File: config.mk
export PLATFORM = sky130hd
export DESIGN_NAME = matrix_pingpong_buffer_flat
export DESIGN_NICKNAME = d
export VERILOG_FILES = /design/src/rtl/matrix_pingpong_buffer_pkg.sv /design/src/rtl/matrix_pingpong_buffer_if.sv /design/src/rtl/matrix_pingpong_buffer_bank.sv /design/src/rtl/matrix_pingpong_buffer.sv /design/src/flat_wrapper.sv
export SDC_FILE = /design/constraint.sdc
export NUM_CORES = 2
export LEC_CHECK = 0
export CELL_PAD_IN_SITES_DETAIL_PLACEMENT = 1
export CELL_PAD_IN_SITES_GLOBAL_PLACEMENT = 2
export CORE_ASPECT_RATIO = 0.75
export CORE_MARGIN = 2
export CORE_UTILIZATION = 42
export DETAILED_ROUTE_END_ITERATION = 8
export PLACE_DENSITY_LB_ADDON = 0.1
export SLEW_MARGIN = 20
export SYNTH_ARGS = -nofsm -noshare
export SYNTH_HDL_FRONTEND = slang
export SYNTH_SLANG_ARGS = --single-unit
File: constraint.sdc
create_clock -name clk -period 16.8 [get_ports clk]
set_clock_uncertainty 0.05 [all_clocks]
set_input_delay 3.36 -clock clk [delete_from_list [all_inputs] [get_ports clk]]
set_output_delay 3.36 -clock clk [all_outputs]
set_load 0.01 [all_outputs]
File: src/rtl/matrix_pingpong_buffer_pkg.sv
`default_nettype none
// ------------------------------------------------------------------------
// matrix_buf_pkg : shared types and defaults for the ping-pong block buffer
// Revision 1.0
// ------------------------------------------------------------------------
package matrix_buf_pkg;

  localparam int N_DEF = 8;
  localparam int W_DEF = 16;

  // Default-size row; modules re-declare it locally for their own N/W.
  typedef logic signed [N_DEF-1:0][W_DEF-1:0] row_t;

  typedef struct packed {
    logic sof;
    logic trps;
  } ctrl_t;

endpackage
`default_nettype wire

File: src/rtl/matrix_pingpong_buffer_if.sv
`default_nettype none
// ------------------------------------------------------------------------
// matrix_pingpong_buffer_if : row-stream handshakes on both buffer sides
// Revision 1.0
// ------------------------------------------------------------------------
interface matrix_pingpong_buffer_if
  import matrix_buf_pkg::*;
#(
  parameter int N = N_DEF,
  parameter int W = W_DEF
);

  logic                         in_valid;
  logic                         in_ready;
  logic signed [N-1:0][W-1:0]   in_data;
  logic                         in_sob;
  logic                         in_eob;
  logic                         in_sof;
  logic                         in_trps;

  logic                         out_valid;
  logic                         out_ready;
  logic signed [N-1:0][W-1:0]   out_data;
  logic                         out_sob;
  logic                         out_eob;
  logic                         out_sof;

  logic                         err_frame;

  modport slave (
    input  in_valid, in_data, in_sob, in_eob, in_sof, in_trps, out_ready,
    output in_ready, out_valid, out_data, out_sob, out_eob, out_sof, err_frame
  );

  modport master (
    output in_valid, in_data, in_sob, in_eob, in_sof, in_trps, out_ready,
    input  in_ready, out_valid, out_data, out_sob, out_eob, out_sof, err_frame
  );

endinterface
`default_nettype wire

File: src/rtl/matrix_pingpong_buffer_bank.sv
`default_nettype none
// ------------------------------------------------------------------------
// matrix_bank : one NxN storage bank, row write port, row-or-column read
// Revision 1.0
// ------------------------------------------------------------------------
module matrix_bank
  import matrix_buf_pkg::*;
#(
  parameter int N = N_DEF,
  parameter int W = W_DEF
) (
  input  wire logic                       clk,
  input  wire logic                       wr_en,
  input  wire logic [$clog2(N)-1:0]       wr_row,
  input  wire logic signed [N-1:0][W-1:0] wr_data,
  input  wire logic [$clog2(N)-1:0]       rd_row,
  input  wire logic                       trps,
  output logic signed [N-1:0][W-1:0]      rd_data
);

  typedef logic signed [N-1:0][W-1:0] row_t;

  row_t r_mem [N];

  always_ff @(posedge clk) begin
    if (wr_en) begin
      r_mem[wr_row] <= wr_data;
    end
  end

  // Transposed read picks element rd_row out of every stored row (a column).
  for (genvar i = 0; i < N; i++) begin : g_col
    assign rd_data[i] = trps ? r_mem[i][rd_row] : r_mem[rd_row][i];
  end

endmodule
`default_nettype wire

File: src/rtl/matrix_pingpong_buffer.sv
`default_nettype none
// ------------------------------------------------------------------------
// matrix_pingpong_buffer : double-buffered NxN block transpose/pass buffer
// Revision 1.0
// ------------------------------------------------------------------------
module matrix_pingpong_buffer
  import matrix_buf_pkg::*;
#(
  parameter int N = N_DEF,
  parameter int W = W_DEF
) (
  input  wire logic                  clk,
  input  wire logic                  rst_n,
  matrix_pingpong_buffer_if.slave    bus
);

  localparam int             LG   = $clog2(N);
  localparam logic [LG-1:0]  LAST = LG'(N - 1);

  typedef logic signed [N-1:0][W-1:0] row_t;

  logic            r_wr_sel;
  logic            r_rd_sel;
  logic [LG-1:0]   r_wr_row;
  logic [LG-1:0]   r_rd_row;
  logic [1:0]      r_full;
  ctrl_t           r_ctrl [2];
  logic            r_err;

  logic            w_in_ready;
  logic            w_out_valid;
  logic            w_wr_fire;
  logic            w_rd_fire;
  logic [LG-1:0]   w_wr_idx;
  logic            w_wr_last;
  logic            w_rd_last;
  logic            w_err;
  logic [1:0]      w_full_set;
  logic [1:0]      w_full_clr;
  row_t            w_bank_rd [2];

  always_comb begin
    w_in_ready  = !r_full[r_wr_sel];
    w_out_valid = r_full[r_rd_sel];
    w_wr_fire   = bus.in_valid && w_in_ready;
    w_rd_fire   = w_out_valid && bus.out_ready;
    // A start-of-block row always lands in row 0, restarting any partial block.
    w_wr_idx    = bus.in_sob ? '0 : r_wr_row;
    w_wr_last   = (w_wr_idx == LAST);
    w_rd_last   = (r_rd_row == LAST);
    w_err       = w_wr_fire &&
                  ((bus.in_sob && (r_wr_row != '0)) || (w_wr_last != bus.in_eob));
    w_full_set  = (w_wr_fire && w_wr_last) ? (2'b01 << r_wr_sel) : 2'b00;
    w_full_clr  = (w_rd_fire && w_rd_last) ? (2'b01 << r_rd_sel) : 2'b00;
  end

  always_ff @(posedge clk or negedge rst_n) begin
    if (!rst_n) begin
      r_wr_sel  <= 1'b0;
      r_rd_sel  <= 1'b0;
      r_wr_row  <= '0;
      r_rd_row  <= '0;
      r_full    <= 2'b00;
      r_ctrl[0] <= '0;
      r_ctrl[1] <= '0;
      r_err     <= 1'b0;
    end else begin
      r_err  <= w_err;
      // Set and clear never target the same bank, so both apply together.
      r_full <= (r_full | w_full_set) & ~w_full_clr;

      if (w_wr_fire) begin
        if (bus.in_sob) begin
          r_ctrl[r_wr_sel].sof  <= bus.in_sof;
          r_ctrl[r_wr_sel].trps <= bus.in_trps;
        end
        if (w_wr_last) begin
          r_wr_sel <= !r_wr_sel;
          r_wr_row <= '0;
        end else begin
          r_wr_row <= w_wr_idx + LG'(1);
        end
      end

      if (w_rd_fire) begin
        if (w_rd_last) begin
          r_rd_sel <= !r_rd_sel;
          r_rd_row <= '0;
        end else begin
          r_rd_row <= r_rd_row + LG'(1);
        end
      end
    end
  end

  for (genvar b = 0; b < 2; b++) begin : g_bank
    matrix_bank #(
      .N (N),
      .W (W)
    ) u_bank (
      .clk     (clk),
      .wr_en   (w_wr_fire && (r_wr_sel == 1'(b))),
      .wr_row  (w_wr_idx),
      .wr_data (bus.in_data),
      .rd_row  (r_rd_row),
      .trps    (r_ctrl[b].trps),
      .rd_data (w_bank_rd[b])
    );
  end

  assign bus.in_ready  = w_in_ready;
  assign bus.out_valid = w_out_valid;
  assign bus.out_data  = w_out_valid ? w_bank_rd[r_rd_sel] : '0;
  assign bus.out_sob   = w_out_valid && (r_rd_row == '0);
  assign bus.out_eob   = w_out_valid && w_rd_last;
  assign bus.out_sof   = w_out_valid && (r_rd_row == '0) && r_ctrl[r_rd_sel].sof;
  assign bus.err_frame = r_err;

endmodule
`default_nettype wire

File: src/flat_wrapper.sv
// flat-port wrapper written by rule: the top's interface ports become plain ports
module matrix_pingpong_buffer_flat import matrix_buf_pkg::*;
#(
  parameter int N = N_DEF,
  parameter int W = W_DEF
)
  (clk, rst_n, bus_in_valid, bus_in_data, bus_in_sob, bus_in_eob, bus_in_sof, bus_in_trps, bus_out_ready, bus_in_ready, bus_out_valid, bus_out_data, bus_out_sob, bus_out_eob, bus_out_sof, bus_err_frame);
  matrix_pingpong_buffer_if #(.N(N), .W(W)) bus_i ();
  input  wire logic clk;
  input  wire logic rst_n;
  input wire logic [$bits(bus_i.in_valid)-1:0] bus_in_valid;
  input wire logic [$bits(bus_i.in_data)-1:0] bus_in_data;
  input wire logic [$bits(bus_i.in_sob)-1:0] bus_in_sob;
  input wire logic [$bits(bus_i.in_eob)-1:0] bus_in_eob;
  input wire logic [$bits(bus_i.in_sof)-1:0] bus_in_sof;
  input wire logic [$bits(bus_i.in_trps)-1:0] bus_in_trps;
  input wire logic [$bits(bus_i.out_ready)-1:0] bus_out_ready;
  output wire logic [$bits(bus_i.in_ready)-1:0] bus_in_ready;
  output wire logic [$bits(bus_i.out_valid)-1:0] bus_out_valid;
  output wire logic [$bits(bus_i.out_data)-1:0] bus_out_data;
  output wire logic [$bits(bus_i.out_sob)-1:0] bus_out_sob;
  output wire logic [$bits(bus_i.out_eob)-1:0] bus_out_eob;
  output wire logic [$bits(bus_i.out_sof)-1:0] bus_out_sof;
  output wire logic [$bits(bus_i.err_frame)-1:0] bus_err_frame;
  assign bus_i.in_valid = bus_in_valid;
  assign bus_i.in_data = bus_in_data;
  assign bus_i.in_sob = bus_in_sob;
  assign bus_i.in_eob = bus_in_eob;
  assign bus_i.in_sof = bus_in_sof;
  assign bus_i.in_trps = bus_in_trps;
  assign bus_i.out_ready = bus_out_ready;
  assign bus_in_ready = bus_i.in_ready;
  assign bus_out_valid = bus_i.out_valid;
  assign bus_out_data = bus_i.out_data;
  assign bus_out_sob = bus_i.out_sob;
  assign bus_out_eob = bus_i.out_eob;
  assign bus_out_sof = bus_i.out_sof;
  assign bus_err_frame = bus_i.err_frame;
  matrix_pingpong_buffer #(.N(N), .W(W)) u_core (.clk(clk), .rst_n(rst_n), .bus(bus_i));
endmodule
==> qor.csv <==
stage,metric,value,unit
placed_design,port_buffers,269,
synth,ys_seq_area_frac,0.6546,
synth,async_reset_ff_frac,0.007271,
critical_path,critPathBufInv,4,
layout,final_layout_size_suffix_gt1_frac,0.3134,
grt,grt_pass1_wl,413700,um
pwr,fin_total_pwr,13.86,mW
routing,routed_wl,288700,um
clocking,cts.sinks,2063,
clocking,clockBufferDepth,4,
floorplanning,core,223300,um2
critical_path,crit_fanout,114,
outcome,status,"complete, no violations",
clocking,cts_tree,yes,
critical_path,crit_family,buffers and inverters,
sta,rsz0062_at_grt,false,
routing,drc_errors,0,
placed_design,gp_congestion,0.7761,
routing,drt_iter0_markers,4664,
sta,worst_pin_slew,1.143,ns
placed_design,dpl.hpwl,182300,um
synth,synth.avg_cell_area,21.63,um2
critical_path,critPathMaxStageDelay,0.94,ns
synth,synth_enable_flop_cells,2048,
sta,relSlewSlack,0.2381,
placed_design,pre_cts_ws,8.073,ns
routing,ant_nets,0,
sta,finalSetupTns,0,ns
routing,vias_per_cell,6.309,
sta,holdWs,0.4717,ns
sta,hold_violations,0,
routing,wl_met3,13460,um
critical_path,crit_slowest_cell,dfrtp_4,
floorplanning,start_util,0.4232,
synth,synth_common_cells,"edfxtp_1, mux4_2, mux2i_1",
floorplanning,dieHeight,414.8,um
sta,setup_viol,0,
synth,synth_top_area_frac,0.6506,
floorplanning,fp.dieW,551.8,um
critical_path,cp_cell_sequence,"buf_4, buf_4, buf_12, mux4_2, mux2i_1, o22ai_1, or2_1, clkdlybuf4s50_1",
routing,routed-wl-met2,146600,um
layout,syn_to_final_growth,13.62,%
critical_path,cp-start-kind,register,
synth,syn_nets,4510,
layout,utilization,0.4809,
clocking,ctsHoldBuffers,0,
routing,drt-met1-wl,121200,um
clocking,cts_buffers,217,
synth,syn_area,94520,um2
synth,yosysWarningCount,0,
sta,fin_crit_sh,0.5588,
synth,netlist_top_cells_area,"edfxtp_1, mux4_2, mux2i_1",
grt,antenna_found_initial,55,
min_path,hold_path.class,register to register,
synth,synth-main-ff-cell,edfxtp_1,
clocking,worstSkewPairLatency,0.85,ns
routing,vias,48870,
synth,syn-instance-count,4369,
critical_path,crit_type,register to output pin,
critical_path,path_common_cell,buf_4,
routing,wl_per_cell,37.27,um
grt,gr-total-overflow,0,
layout,finalNetCount,4748,
critical_path,cp.arrival,5.98,ns
clocking,cts-root-buf,clkbuf_16,
routing,dr.pass1.iters,5,
clocking,cts_resized,0,
synth,ys_types,44,
sta,max_freq,0.1065,GHz
floorplanning,row_count,150,
routing,top_layer,met5,
critical_path,crit_required,13.39,ns
clocking,post_cts_buffers,0,
grt,grt_util_all_layers,0.2528,
critical_path,end_kind,output pin,
synth,synth_most_common_cell,edfxtp_1,
sta,min_period,9.388,ns
clocking,htreeDepth,4,
pwr,power-per-cell-area,129.1,nW/um2
grt,grt_pass1_vias,52080,
pwr,p_leak,32.24,nW
sta,layout_setup_ws,7.412,ns
synth,yosysTopAreaCell,edfxtp_1,
floorplanning,die_area,228900,um2
clocking,clk_pin_slew,0.06,ns
synth,ys_ff_latch,2063,
flow_run,drv_cap,0,
sta,drv_slew,0,
grt,grt_max_degree,186,
floorplanning,pin_count,270,
pwr,peakVddDrop,0.1125,mV
[final cells by class]
class                      instances  area, um2
timing repair buffer             364       3654
clock buffer                     249       5635
antenna                            9      22.52
fill                           19740     115900
clock inverter                   136       1287
tap                             2964       3709
sequential                      2063      61890
inverter                           4      15.01
multi-input combinational       1957      31180
[cells by family after synthesis]
| family | count (synthesis) | synth area share |
|---|---|---|
| DFF | 2063 | 0.6546 |
| muxes | 1511 | 0.2992 |
| buffers and inverters | 349 | 0.01717 |
| AOI/OAI and AO/OA | 250 | 0.01735 |
| and+or+nand+nor | 189 | 0.01079 |
| adders and majority gates | 5 | 0.0006619 |
| xor gates and xnor gates | 2 | 0.0001854 |
[metal layers]
metal / up-vias / track usage
met1: 27190 / 0.3472
li1: 19750 / -
met2: 1532 / 0.4285
met3: 394 / 0.03395
met4: 8 / 0.05998
met5: - / 0
[state kept, by name, summed over array words and instances, names as in the netlist]
| signal | cells |
|---|---|
| u_core.r_rd_row | 3 |
| u_core.bus.err_frame | 1 |
| u_core.r_ctrl | 4 |
| u_core.r_wr_row | 3 |
| u_core.r_wr_sel | 1 |
| u_core.g_bank.u_bank.r_mem | 2048 |
| u_core.r_full | 2 |
| u_core.r_rd_sel | 1 |
[metrics by stage]
stage / std cells / area, um2
2_1_floorplan: 4369 / 94530
3_3_place_gp: 7349 / 100400
3_5_place_dp: 7350 / 100400
4_1_cts: 7735 / 107300
5_1_grt: 7743 / 107400
6_report: 7746 / 107400
[where the power goes]
| group | switching [mW] | total (mW) | leakage (nW) | internal [mW] |
|---|---|---|---|---|
| logic | 1.52 | 3.20 | 10.1 | 1.68 |
| clock network | 2.04 | 4.81 | 3.42 | 2.77 |
| registers | 0.0912 | 5.85 | 18.7 | 5.75 |
[worst paths after layout]
path | start | to | slack (ns) | cells past startpoint
hold reg to reg | u_core.r_ctrl[1] | u_core.r_ctrl[1] | 0.47 | 1
max in group asynchronous | rst_n | u_core.r_rd_row[2] | 13.09 | 1
setup / recovery | u_core.r_rd_row[0] | bus_out_data[109] | 7.41 | 8
hold / removal | u_core.r_ctrl[1] | u_core.r_ctrl[1] | 0.47 | 1
min in group asynchronous | rst_n | u_core.bus.err_frame | 2.96 | 1
setup reg to reg | u_core.r_wr_row[1] | u_core.g_bank[1].u_bank.r_mem[6][53] | 12.15 | 6
[cells in the final DEF (no fill, tap or decap), types with 3 or more instances in the layout]
cell type | synthesis | layout
a31oi_1 | 7 | 7
clkdlybuf4s50_1 | 0 | 269
clkinv_2 | 0 | 54
buf_12 | 0 | 15
buf_16 | 0 | 3
nor2_1 | 15 | 4
edfxtp_1 | 2048 | 2048
o221ai_1 | 24 | 24
clkinv_4 | 0 | 4
diode_2 | 0 | 9
nand2_1 | 48 | 46
mux2_2 | 8 | 8
o21ai_0 | 8 | 8
clkinv_1 | 1 | 46
nor2_4 | 0 | 11
a21o_1 | 6 | 6
buf_4 | 22 | 77
o22ai_1 | 195 | 195
clkbuf_16 | 0 | 221
dfrtp_4 | 0 | 5
nand2b_1 | 8 | 6
bufinv_16 | 0 | 25
or2_1 | 93 | 93
nor3_2 | 0 | 3
nor3_1 | 7 | 4
clkinvlp_4 | 0 | 6
nor2b_1 | 4 | 3
dfrtp_1 | 15 | 10
mux4_2 | 1051 | 1051
ha_1 | 5 | 5
mux2i_1 | 452 | 452
clkbuf_1 | 144 | 28
No activity file was read; power rests on OpenSTA's default activity.
